==> config.mk <==
export PLATFORM = sky130hd
export DESIGN_NAME = axis_eth_fcs_insert_ctrl_flat
export DESIGN_NICKNAME = d
export VERILOG_FILES = /design/src/rtl/axis_eth_fcs_insert_ctrl_if.sv /design/src/rtl/axis_eth_fcs_insert_ctrl.sv /design/src/flat_wrapper.sv
export SDC_FILE = /design/constraint.sdc
export NUM_CORES = 1
export LEC_CHECK = 0
export BUFFER_PORTS_ARGS = -buffer_cell sky130_fd_sc_hd__buf_4
export CAP_MARGIN = 30
export CORE_MARGIN = 1
export CORE_UTILIZATION = 40
export DETAILED_ROUTE_END_ITERATION = 12
export GPL_TIMING_DRIVEN = 1
export PLACE_DENSITY = 0.65
export SKIP_LAST_GASP = 1
export SLEW_MARGIN = 5
export SYNTH_ARGS = -nofsm -noshare
export SYNTH_HDL_FRONTEND = slang
export SYNTH_SLANG_ARGS = --single-unit
==> constraint.sdc <==
create_clock -name clk -period 2.72 [get_ports clk]
set_input_delay 0.272 -clock clk [delete_from_list [all_inputs] [get_ports clk]]
set_output_delay 0.272 -clock clk [all_outputs]
set_load 0.01 [all_outputs]
==> src/rtl/axis_eth_fcs_insert_ctrl_if.sv <==
// Byte-wide AXI4-Stream link used on both sides of the FCS inserter.
//   tdata  : frame byte
//   tvalid : beat valid (master -> slave)
//   tready : beat ready (slave -> master)
//   tlast  : last beat of the frame
//   tuser  : frame error flag
interface axis_eth_fcs_insert_ctrl_if;
  logic [7:0] tdata;
  logic       tvalid;
  logic       tready;
  logic       tlast;
  logic       tuser;

  modport master (output tdata, output tvalid, output tlast, output tuser, input tready);
  modport slave  (input tdata, input tvalid, input tlast, input tuser, output tready);
endinterface

==> src/rtl/axis_eth_fcs_insert_ctrl.sv <==
// Ethernet TX FCS inserter: passes payload bytes through with zero latency,
// zero-pads short frames to MIN_FRAME_LENGTH-4 bytes, then appends the
// CRC-32 FCS least significant byte first.
//   clk, rst : clock, asynchronous active-high reset
//   s_axis   : frame source (no FCS), tuser sampled on the tlast beat
//   m_axis   : payload / pad / FCS output, tlast+tuser on the last FCS byte
//   busy     : frame in flight (first accepted byte until last FCS accepted)
module axis_eth_fcs_insert_ctrl #(
  parameter bit          ENABLE_PADDING   = 1'b1,
  parameter int unsigned MIN_FRAME_LENGTH = 64
) (
  input  logic                              clk,
  input  logic                              rst,
  axis_eth_fcs_insert_ctrl_if.slave         s_axis,
  axis_eth_fcs_insert_ctrl_if.master        m_axis,
  output logic                              busy
);

  localparam int unsigned PtrW     = 16;
  localparam int unsigned CrcW     = 32;
  localparam int unsigned MinData  = MIN_FRAME_LENGTH - 4;
  localparam logic [CrcW-1:0] CrcInit = 32'hFFFF_FFFF;
  // Bit-reversed form of 0x04C11DB7 for the LSB-first (reflected) Galois LFSR.
  localparam logic [CrcW-1:0] PolyRev = 32'hEDB8_8320;

  typedef enum logic [1:0] {
    ST_PAYLOAD = 2'd0,
    ST_PAD     = 2'd1,
    ST_FCS     = 2'd2
  } state_e;

  state_e            state_q, state_d;
  logic [CrcW-1:0]   crc_q, crc_d;
  logic [PtrW-1:0]   ptr_q, ptr_d;
  logic [1:0]        fcs_cnt_q, fcs_cnt_d;
  logic              err_q, err_d;
  logic              busy_q, busy_d;

  logic [CrcW-1:0]   fcs;
  logic [7:0]        fcs_byte;
  logic              m_hs;
  logic [31:0]       ptr_inc;

  // One byte through the reflected CRC-32 LFSR, data LSB first.
  function automatic logic [CrcW-1:0] crc_step(input logic [CrcW-1:0] crc,
                                               input logic [7:0]      data);
    logic [CrcW-1:0] c;
    c = crc;
    for (int i = 0; i < 8; i++) begin
      if (c[0] ^ data[i]) c = (c >> 1) ^ PolyRev;
      else                c = c >> 1;
    end
    return c;
  endfunction

  assign fcs     = ~crc_q;
  assign ptr_inc = 32'(ptr_q) + 32'd1;
  assign m_hs    = m_axis.tvalid & m_axis.tready;
  assign busy    = busy_q;

  // FCS byte mux, least significant byte first.
  always_comb begin
    fcs_byte = fcs[7:0];
    case (fcs_cnt_q)
      2'd0: fcs_byte = fcs[7:0];
      2'd1: fcs_byte = fcs[15:8];
      2'd2: fcs_byte = fcs[23:16];
      2'd3: fcs_byte = fcs[31:24];
      default: fcs_byte = fcs[7:0];
    endcase
  end

  // Output/handshake mux; reset forces both sides idle immediately.
  always_comb begin
    m_axis.tdata  = 8'h00;
    m_axis.tvalid = 1'b0;
    m_axis.tlast  = 1'b0;
    m_axis.tuser  = 1'b0;
    s_axis.tready = 1'b0;
    if (!rst) begin
      case (state_q)
        ST_PAYLOAD: begin
          m_axis.tdata  = s_axis.tdata;
          m_axis.tvalid = s_axis.tvalid;
          s_axis.tready = m_axis.tready;
        end
        ST_PAD: begin
          m_axis.tvalid = 1'b1;
        end
        ST_FCS: begin
          m_axis.tvalid = 1'b1;
          m_axis.tdata  = fcs_byte;
          if (fcs_cnt_q == 2'd3) begin
            m_axis.tlast = 1'b1;
            m_axis.tuser = err_q;
          end
        end
        default: ;
      endcase
    end
  end

  // Next-state: everything advances only on an output handshake.
  always_comb begin
    state_d   = state_q;
    crc_d     = crc_q;
    ptr_d     = ptr_q;
    fcs_cnt_d = fcs_cnt_q;
    err_d     = err_q;
    busy_d    = busy_q;
    case (state_q)
      ST_PAYLOAD: begin
        if (m_hs) begin
          crc_d  = crc_step(crc_q, s_axis.tdata);
          ptr_d  = (ptr_q == 16'hFFFF) ? ptr_q : ptr_q + 16'd1;
          busy_d = 1'b1;
          if (s_axis.tlast) begin
            err_d = s_axis.tuser;
            // ptr_inc is the byte count including this last byte.
            if (ENABLE_PADDING && (ptr_inc < MinData)) state_d = ST_PAD;
            else                                       state_d = ST_FCS;
          end
        end
      end
      ST_PAD: begin
        if (m_hs) begin
          crc_d = crc_step(crc_q, 8'h00);
          ptr_d = ptr_q + 16'd1;
          if (ptr_inc == MinData) state_d = ST_FCS;
        end
      end
      ST_FCS: begin
        if (m_hs) begin
          fcs_cnt_d = fcs_cnt_q + 2'd1;
          if (fcs_cnt_q == 2'd3) begin
            state_d   = ST_PAYLOAD;
            crc_d     = CrcInit;
            ptr_d     = '0;
            fcs_cnt_d = 2'd0;
            err_d     = 1'b0;
            busy_d    = 1'b0;
          end
        end
      end
      default: state_d = ST_PAYLOAD;
    endcase
  end

  // State registers.
  always_ff @(posedge clk or posedge rst) begin
    if (rst) begin
      state_q   <= ST_PAYLOAD;
      crc_q     <= CrcInit;
      ptr_q     <= '0;
      fcs_cnt_q <= 2'd0;
      err_q     <= 1'b0;
      busy_q    <= 1'b0;
    end else begin
      state_q   <= state_d;
      crc_q     <= crc_d;
      ptr_q     <= ptr_d;
      fcs_cnt_q <= fcs_cnt_d;
      err_q     <= err_d;
      busy_q    <= busy_d;
    end
  end

endmodule

==> src/flat_wrapper.sv <==
// flat-port wrapper written by rule: the top's interface ports become plain ports
module axis_eth_fcs_insert_ctrl_flat 
#(
  parameter bit          ENABLE_PADDING   = 1'b1,
  parameter int unsigned MIN_FRAME_LENGTH = 64
)
  (clk, rst, busy, s_axis_tdata, s_axis_tvalid, s_axis_tlast, s_axis_tuser, s_axis_tready, m_axis_tdata, m_axis_tvalid, m_axis_tlast, m_axis_tuser, m_axis_tready);
  axis_eth_fcs_insert_ctrl_if s_axis_i ();
  axis_eth_fcs_insert_ctrl_if m_axis_i ();
  input  logic clk;
  input  logic rst;
  output logic busy;
  input wire logic [$bits(s_axis_i.tdata)-1:0] s_axis_tdata;
  input wire logic [$bits(s_axis_i.tvalid)-1:0] s_axis_tvalid;
  input wire logic [$bits(s_axis_i.tlast)-1:0] s_axis_tlast;
  input wire logic [$bits(s_axis_i.tuser)-1:0] s_axis_tuser;
  output wire logic [$bits(s_axis_i.tready)-1:0] s_axis_tready;
  output wire logic [$bits(m_axis_i.tdata)-1:0] m_axis_tdata;
  output wire logic [$bits(m_axis_i.tvalid)-1:0] m_axis_tvalid;
  output wire logic [$bits(m_axis_i.tlast)-1:0] m_axis_tlast;
  output wire logic [$bits(m_axis_i.tuser)-1:0] m_axis_tuser;
  input wire logic [$bits(m_axis_i.tready)-1:0] m_axis_tready;
  assign s_axis_i.tdata = s_axis_tdata;
  assign s_axis_i.tvalid = s_axis_tvalid;
  assign s_axis_i.tlast = s_axis_tlast;
  assign s_axis_i.tuser = s_axis_tuser;
  assign s_axis_tready = s_axis_i.tready;
  assign m_axis_tdata = m_axis_i.tdata;
  assign m_axis_tvalid = m_axis_i.tvalid;
  assign m_axis_tlast = m_axis_i.tlast;
  assign m_axis_tuser = m_axis_i.tuser;
  assign m_axis_i.tready = m_axis_tready;
  axis_eth_fcs_insert_ctrl #(.ENABLE_PADDING(ENABLE_PADDING), .MIN_FRAME_LENGTH(MIN_FRAME_LENGTH)) u_core (.clk(clk), .rst(rst), .s_axis(s_axis_i), .m_axis(m_axis_i), .busy(busy));
endmodule
==> results of run 1 <==
## layer usage
layer | part of all wire (%) | routed length, microns
met3 | 7.1 | 982
met1 | 42 | 5850
met4 | 4.1 | 565
met5 | 0 | 0
met2 | 46 | 6370
## cell usage in the layout, fill, tap and decap left out, drive strengths merged, types with 6 or more instances in the layout
cell type and count:
xnor2 82, nand2 70, o21ai 57, xor2 46, buf 45, a21oi 37
dfstp 32, nor2 25, dfrtp 22, mux2 17, nand2b 17, inv 12
nand3 11, a31oi 10, o31ai 9, o221ai 9, ha 9, and2 8
nor3 8, clkbuf 6
## final cells by class
cell class	instances	area (sq um)	area share, %
repair buffers	45	338	6.08
flip-flops and latches	54	1390	25.0
inverters	13	48.8	0.878
clock inverters	2	37.5	0.675
multi-input cells	480	3400	61.2
clock buffers	6	129	2.32
well taps	168	210	3.78
## worst max-delay path: stages (launching register included)
cell,delay [ns]
dfrtp_1,0.42
inv_1,0.09
ha_1,0.18
buf_4,0.33
nand2_1,0.41
nor2_1,0.24
and2_1,0.15
buf_4,0.11
## final timing paths
path,start,endpoint,slack (ns)
max in group asynchronous,rst,u_core.ptr_q[4],2.04
hold / removal,rst,u_core.fcs_cnt_q[0],0.21
setup reg to reg,u_core.ptr_q[0],u_core.ptr_q[12],0.22
hold reg to reg,u_core.err_q,u_core.err_q,0.49
min in group clk,s_axis_tuser,u_core.err_q,0.24
setup / recovery,u_core.state_q[0],m_axis_tuser,0.21
## cells in the mapped netlist (all sizes together) (3+ instances only)
cell,number
nor2b,4
buf,15
nand2b,17
and2,8
clkbuf,25
dfrtp,22
a21oi,37
o221ai,9
inv,12
nor3b,3
nor4,3
a21o,3
o311ai,4
a31oi,10
ha,9
o41ai,3
nand4,4
mux2,17
xnor2,82
nand2,70
nand3,11
o31ai,9
xor2,46
nor2,25
o211ai,4
nor3,8
o21ai,57
dfstp,32
and3,3
## metrics by stage
stage          setup WS (ns)   TNS, ns  std cells  instance area (sq um)  hold slack, ns
2_1_floorplan          0.236         0        587                   5030           0.417
3_5_place_dp           0.196         0        760                   5390           0.490
6_report               0.214         0        768                   5560           0.214
5_1_grt             -0.00587  -0.00587        768                   5560           0.253
3_3_place_gp           0.276         0        760                   5390           0.483
4_1_cts                0.164         0        768                   5550           0.235
## sequential cells by signal, indices dropped and copies added, names as in the netlist
| register | flops |
|---|---|
| u_core.busy | 1 |
| u_core.ptr_q | 16 |
| u_core.crc_q | 32 |
| u_core.fcs_cnt_q | 2 |
| u_core.err_q | 1 |
| u_core.state_q | 2 |
## repair_timing
| item | 4_1_cts | 5_1_grt |
|---|---|---|
| endpoints found under the setup margin | 0 | 1 |
| setup buffers | 0 | 0 |
| gates resized for setup | 0 | 1 |
| hold endpoints to repair | 0 | 0 |
| hold buffers | 0 | 0 |
## cell families (layout without fill, tap and decap cells)
group                    count (synthesis)  after routing  synth area share [%]
AND/OR/NAND/NOR                        167            167                  16.3
AO/OA/AOI/OAI                          156            156                  19.2
multiplexers                            19             19                  4.20
XOR/XNOR                               129            129                  25.5
adder cells (fa/ha/maj)                  9              9                  2.24
flip-flops                              54             54                  27.7
buffers and inverters                   53             66                  4.90
==> impl_results.md, run 1 <==
- Vias per inst: 5.56
- Worst skew pair latency: 0.31 ns
- Maximum clock rate: 399 MHz
- Data required time of the critical path: 2.45 ns
- Share of cells above drive strength 1: 20.2%
- Post-route ant nets: 0
- M3 GR Usage: 4.87%
- Vias in the first global route: 4226
- I/O pins: 27
- IO buf count: 26
- Ranking of synthesized cells by area: dfstp_2, xnor2_1, dfrtp_1
- Netlist cell types: 68
- Die ar.: 0.0130 sq mm
- Sequential-to-total area share from yosys stat: 27.7%
- Post-detail-place hpwl: 9.68 mm
- Syn_nets: 610
- Sink Count: 54
- Initial antenna violation count: 0
- 1st-iter DRT viols: 264
- # diodes: 0
- Post-Route WL: 13.8 mm
- Share of the synthesized area in the top cell type: 16.7%
- #FFs+latches synth: 54
- Tmin final: 2.51 ns
- CTS Root Cell: clkbuf_16
- Mapped Area: 0.00503 sq mm
- Worst-margin pin slew: 0.722 ns
- Total CTS buffers: 5
- First-pass GRT wire length: 22.4 mm
- Die W: 114 microns
- Clock Pin Slew Worst Setup and Hold Paths: 0.07 ns
- Fill cell count: 1178
- Synthesized area per cell: 8.57 sq um
- Final Core Density: 45.9%
- Max Buffers Root-to-Sink: 2
- DRC: 0
- Gr ovfl total: 0
- Met2 Resource Use GR: 37.5%
- Met1 GRT Util: 27.6%
- CP arrival: 2.23 ns
- Gate count after technology mapping: 587
- Hold Path Class: in2async
- Layout Nets: 622
- Slew Viols, Final: 0
- Yosys top cell by area: dfstp_2
- Via count: 4267
- Number of core rows: 40
- CTS tree: built
- GRT Total Usage: 22.3%
- Routed wire per std cell: 17.9 microns
- Post-synth EDFFs: 0
- Dominant synthesized flop cell: dfstp_2
- Critical-path maximum fanout: 27
- RSZ-0062 raised after global routing: yes
- # setup viols final: 0
- Gpl congestion: 0.891
- Nature of the critical path startpoint: flop
- Async set-reset flop share out of synthesis: 100%
- Worst Setup End Kind: output pin
- Run status: complete, no violations
- GR peak layer: met2
- Initial Util: 41.5%
- Reg2Reg Depth: 8
- H-tree depth: 2
- Max Cap Viol: 0
- Final Hold Viols: 0
- DIE HEIGHT: 114 microns
- Core area: 0.0121 sq mm
- Clock Skew: 0.00692 ns
- Area growth syn-to-layout: 10.5%
- Fin crit share: 92.1%
- Syn. warnings: 0
- Critical path class: reg2out
- Slew HR: 51.9%
- Drt first pass iters: 5
- Largest net degree at the start of global routing: 55
Power of run 1 is left out: the tool's default activity adds up to more than one toggle a clock period on the data nets, which glitch-free logic cannot reach.
==> run 2, diff against run 1 <==
--- a/config.mk
+++ b/config.mk
@@ -5,8 +5,8 @@
 export SDC_FILE = /design/constraint.sdc
 export NUM_CORES = 1
 export LEC_CHECK = 0
-export BUFFER_PORTS_ARGS = -buffer_cell sky130_fd_sc_hd__buf_4
-export CAP_MARGIN = 30
+export BUFFER_PORTS_ARGS = -buffer_cell sky130_fd_sc_hd__buf_2
+export CAP_MARGIN = 20
 export CORE_MARGIN = 1
 export CORE_UTILIZATION = 40
 export DETAILED_ROUTE_END_ITERATION = 12
==> impl_results.md, run 2 (synthesized netlist as in run 1, its figures left out) <==
- Via count: 4324 (+1.3%)
- Max reg flops: 32 (unchanged)
- Run status: complete, no violations
- Critical R2R Launch: u_core.ptr_q[0]
- CTS tree: built
- Worst-path cell chain: ha_1, nand4_1, nor3_2, o211a_1, o221ai_1, or4b_1, a32o_1
- Setup TNS: 0 ns (unchanged)
- Hold Path Class: in2reg
- Tmin final: 2.55 ns (+0.0487 ns)
- Hold_buf cts: 0 (unchanged)
- IO buf count: 26 (unchanged)
- Most frequent cells in the layout: xnor2_1, nand2_1, o21ai_0, xor2_1, a21oi_1
- Largest net degree at the start of global routing: 55 (unchanged)
- Nature of the critical path startpoint: flop
- Core area: 0.0121 sq mm (unchanged)
- Worst skew pair latency: 0.30 ns (about the same)
- Slew Viols, Final: 0 (unchanged)
- GRT Total Usage: 22.7% (+0.41 points)
- Vias in the first global route: 4241 (+0.35%)
- Post-detail-place hpwl: 9.73 mm (+0.58%)
- Maximum clock rate: 391 MHz (-1.9%)
- First-pass GRT wire length: 23.0 mm (+2.5%)
- Post-route ant nets: 0 (unchanged)
- Routed wire per std cell: 18.1 microns (+0.65%)
- Vias per inst: 5.64 (+1.5%)
- CP Depth: 7 (unchanged)
- Drt first pass iters: 5 (unchanged)
- Clock Pin Slew Worst Setup and Hold Paths: 0.07 ns (about the same)
- CP Capture Point: u_core.state_q[0]
- Crit path max-delay family: simple AND/OR/NAND/NOR gates
- Initial Util: 41.5% (unchanged)
- Final Hold Viols: 0 (unchanged)
- Buf+Inv Stages, Crit Path: 0 (-3)
- Reg with most FFs: u_core.crc_q
- Crit Reg-Reg Endpoint: u_core.state_q[0]
- Dpl ws: 0.215 ns (+0.0192 ns)
- Largest regs: u_core.crc_q x32, u_core.ptr_q x16
- Sequential Area: 0.00139 sq mm (unchanged)
- Max Buffers Root-to-Sink: 2 (unchanged)
- Critical path class: reg2reg
- CP arrival: 2.74 ns (+0.51 ns)
- Worst Setup End Kind: flop
- Reg2Reg Depth: 7 (-1)
- CP max-delay cell: or4b_1
- Fin crit share: 93.9% (+1.8 points)
- Share of cells above drive strength 1: 20.4% (+0.20 points)
- Slew HR: 49.7% (-2.2 points)
- Clock Skew: 0.00757 ns (+0.000647 ns)
- Post-Route WL: 13.8 mm (+0.52%)
- # diodes: 0 (unchanged)
- DRC: 0 (unchanged)
- Initial antenna violation count: 0 (unchanged)
- Layout Nets: 621 (-0.16%)
- Crit path from: u_core.ptr_q[0]
- Total CTS buffers: 5 (unchanged)
- Commonest non-fill, non-tap cell in the layout: xnor2_1
- Area growth syn-to-layout: 8.91%
- DIE HEIGHT: 114 microns (unchanged)
- Flop2flop setup slack: 0.17 ns (-0.05 ns)
- Number of core rows: 40 (unchanged)
- # Post-CTS Setup Buffers: 0 (unchanged)
- Max Cap Viol: 0 (unchanged)
- PnR worst setup slack: 0.165 ns (-0.0487 ns)
- CTS Root Cell: clkbuf_16
- Fill cell count: 1205 (+2.3%)
- Data required time of the critical path: 2.90 ns (+0.45 ns)
- Die ar.: 0.0130 sq mm (unchanged)
- 1st-iter DRT viols: 318 (+20%)
- Critical-path maximum fanout: 7 (-74%)
- CP max stage delay: 0.50 ns (+0.08 ns)
- # setup viols final: 0 (unchanged)
- Worst-margin pin slew: 0.749 ns (+0.0271 ns)
- Sink Count: 54 (unchanged)
- Die W: 114 microns (unchanged)
- H-tree depth: 2 (unchanged)
- Gr ovfl total: 0 (unchanged)
- RSZ-0062 raised after global routing: no
- I/O pins: 27 (unchanged)
- Multi-input logic area: 0.00341 sq mm (+0.15%)
- Gpl congestion: 0.919 (+3.2%)
## run 2: worst register-to-register path, delay by kind of cell, from the launching register on
| family | cells | cell delay, ns |
|---|---|---|
| DFF | 1 | 0.42 |
| AOI/OAI and AO/OA | 3 | 0.62 |
| and+or+nand+nor | 3 | 1.10 |
| adders and majority gates | 1 | 0.30 |
## run 2: timing repair
action / CTS / global route
setup endpoints to repair: 0 / 13
gates resized for setup: 0 / 3
hold endpoints to repair: 0 / 0
## run 2: metrics by stage
step / utilization, % / hold WS (ns) / area (sq um) / std cells
after floorplan: - / 0.417 / 5030 / 587
after global placement: 44.0 / 0.482 / 5330 / 759
after CTS: 45.1 / 0.230 / 5470 / 767
final: 45.2 / 0.233 / 5480 / 767
after detailed placement: 44.0 / 0.492 / 5330 / 759
after global routing: 45.2 / 0.264 / 5480 / 767
## run 2: how the worst min path moves through the flow
| stage | from | end | slack, ns | cells after the start |
|---|---|---|---|---|
| 5_1_grt | s_axis_tuser | u_core.err_q | 0.26 | 3 |
| 6_report | s_axis_tuser | u_core.err_q | 0.23 | 3 |
| 2_1_floorplan | s_axis_tuser | u_core.err_q | 0.42 | 2 |
| 3_5_place_dp | u_core.crc_q[18] | u_core.crc_q[18] | 0.49 | 2 |
| 4_1_cts | s_axis_tuser | u_core.err_q | 0.23 | 3 |
| 3_3_place_gp | u_core.crc_q[18] | u_core.crc_q[18] | 0.48 | 2 |
## run 2: final cells by class
type	count	area share [%]
Clock buffer	5	2.28
Tap cell	168	3.84
Inverter	13	0.891
Clock inverter	3	0.297
Timing Repair Buffer	44	5.07
Multi-Input combinational cell	480	62.2
Sequential cell	54	25.4
## run 2: routing by layer
layer	GRT usage, %	vias to the layer above	wire [microns]
met2	38.3	128	6540
met4	5.45	0	212
met3	3.07	18	802
met5	0	-	0
li1	-	2054	-
met1	30.9	2124	6290
Power of run 2 is left out for the same reason.
==> run 3, diff against run 2 <==
--- a/config.mk
+++ b/config.mk
@@ -7,11 +7,14 @@
 export LEC_CHECK = 0
 export BUFFER_PORTS_ARGS = -buffer_cell sky130_fd_sc_hd__buf_2
 export CAP_MARGIN = 20
+export CELL_PAD_IN_SITES_DETAIL_PLACEMENT = 1
+export CELL_PAD_IN_SITES_GLOBAL_PLACEMENT = 1
 export CORE_MARGIN = 1
 export CORE_UTILIZATION = 40
 export DETAILED_ROUTE_END_ITERATION = 12
 export GPL_TIMING_DRIVEN = 1
-export PLACE_DENSITY = 0.65
+export PLACE_DENSITY = 0.79
+export RECOVER_POWER = 25
 export SKIP_LAST_GASP = 1
 export SLEW_MARGIN = 5
 export SYNTH_ARGS = -nofsm -noshare
==> impl_results.md, run 3 (synthesized netlist as in run 1, its figures left out) <==
- Max Cap Viol: 0 (unchanged)
- Via count: 4512 (+4.3%)
- Post-detail-place hpwl: 11.3 mm (+16%)
- Share of cells above drive strength 1: 20.8% (+0.46 points)
- Nature of the critical path startpoint: flop
- M3 GR Usage: 3.71% (+0.64 points)
- Final Hold Viols: 0 (unchanged)
- Run status: complete, no violations
- GR peak layer: met2
- Most frequent cells in the layout: xnor2_1, nand2_1, o21ai_0, xor2_1, a21oi_1
- Fin crit share: 94.6% (+0.68 points)
- Commonest non-fill, non-tap cell in the layout: xnor2_1
- Gpl congestion: 0.890 (-3.2%)
- Max Buffers Root-to-Sink: 2 (unchanged)
- Data required time of the critical path: 2.45 ns (-0.45 ns)
- Maximum clock rate: 389 MHz (-0.72%)
- Post-Route WL: 16.1 mm (+16%)
- Slew HR: 1.06% (-49 points)
- Tmin final: 2.57 ns (+0.0184 ns)
- Core area: 0.0121 sq mm (unchanged)
- Sink Count: 54 (unchanged)
- Vias per inst: 5.84 (+3.5%)
- Met1 GRT Util: 34.0% (+3.1 points)
- # setup viols final: 0 (unchanged)
- Post-route ant nets: 0 (unchanged)
- Hold Path Class: in2reg
- Drt first pass iters: 4 (-1)
- IO buf count: 26 (unchanged)
- Vias in the first global route: 4676 (+10%)
- Gr ovfl total: 0 (unchanged)
- 1st-iter DRT viols: 274 (-14%)
- CP arrival: 2.30 ns (-0.44 ns)
- Dpl ws: 0.158 ns (-0.0575 ns)
- Max reg flops: 32 (unchanged)
- Worst skew pair latency: 0.31 ns (about the same)
- Critical-path maximum fanout: 6 (-1)
- Slew Viols, Final: 0 (unchanged)
- PnR worst setup slack: 0.147 ns (-0.0184 ns)
- # diodes: 0 (unchanged)
- Layout Nets: 627 (+0.97%)
- CTS Root Cell: clkbuf_16
- Total CTS buffers: 5 (unchanged)
- GRT Total Usage: 26.5% (+3.7 points)
- Initial Util: 41.5% (unchanged)
- I/O pins: 27 (unchanged)
- Clock Skew: 0.00929 ns (+0.00172 ns)
- Largest regs: u_core.crc_q x32, u_core.ptr_q x16
- CTS tree: built
- Die W: 114 microns (unchanged)
- DRC: 0 (unchanged)
- Die ar.: 0.0130 sq mm (unchanged)
- Worst Setup End Kind: output pin
- DIE HEIGHT: 114 microns (unchanged)
- Clock Pin Slew Worst Setup and Hold Paths: 0.07 ns (about the same)
- Largest net degree at the start of global routing: 55 (unchanged)
- Initial antenna violation count: 0 (unchanged)
- Reg with most FFs: u_core.crc_q
- # Post-CTS Setup Buffers: 0 (unchanged)
- Routed wire per std cell: 20.8 microns (+15%)
- Met2 Resource Use GR: 44.6% (+6.3 points)
- H-tree depth: 2 (unchanged)
- First-pass GRT wire length: 26.3 mm (+14%)
- Area growth syn-to-layout: 10.1%
- RSZ-0062 raised after global routing: yes
- Number of core rows: 40 (unchanged)
- Critical path class: reg2out
- Fill cell count: 1511 (+25%)
- Worst-margin pin slew: 1.48 ns (+0.735 ns)
## run 3: routing by layer
layer / wire length [microns] / share of wire (%)
met5: 0 / 0
met4: 357 / 2.2
met3: 854 / 5.3
met2: 8030 / 50
met1: 6870 / 43
## run 3: final cells by class
class / count / area [sq um] / share of cell area, %
multi-input combinational: 480 / 3410 / 61.5
sequential: 54 / 1390 / 25.1
timing repair buffer: 50 / 319 / 5.76
tap: 168 / 210 / 3.79
clock buffer: 5 / 125 / 2.26
inverter: 13 / 48.8 / 0.881
clock inverter: 3 / 40.0 / 0.723
## run 3: path summary, 6_finish.rpt
path,start,to,slack [ns],depth (start not counted)
setup / recovery,u_core.fcs_cnt_q[0],m_axis_tdata[4],0.15,7
hold / removal,s_axis_tuser,u_core.err_q,0.23,3
hold reg to reg,u_core.err_q,u_core.err_q,0.50,2
setup reg to reg,u_core.ptr_q[0],u_core.state_q[0],0.21,7
min in group asynchronous,rst,u_core.fcs_cnt_q[1],0.54,3
max in group asynchronous,rst,u_core.ptr_q[14],1.31,3
## run 3: worst max-delay path, stage by stage (launching register included)
cell	delay [ns]
dfrtp_1	0.41
ha_1	0.28
clkinv_1	0.35
buf_4	0.29
o221ai_1	0.16
o21ai_0	0.10
o21ai_0	0.22
buf_2	0.17
## run 3: per-stage QoR
stage	hold slack, ns	setup TNS (ns)	std cells	instance area [sq um]	utilization (%)
final	0.229	0	773	5540	45.7
after global placement	0.469	0	765	5370	44.3
after detailed placement	0.491	0	765	5370	44.3
after CTS	0.232	0	773	5540	45.7
after global routing	0.238	-0.0400	773	5540	45.7
after floorplan	0.417	0	587	5030	-
## run 3: timing repair
item	CTS	global route
hold buffers	0	0
setup endpoints to repair	0	2
gates resized for setup	0	2
Power of run 3 is left out for the same reason.
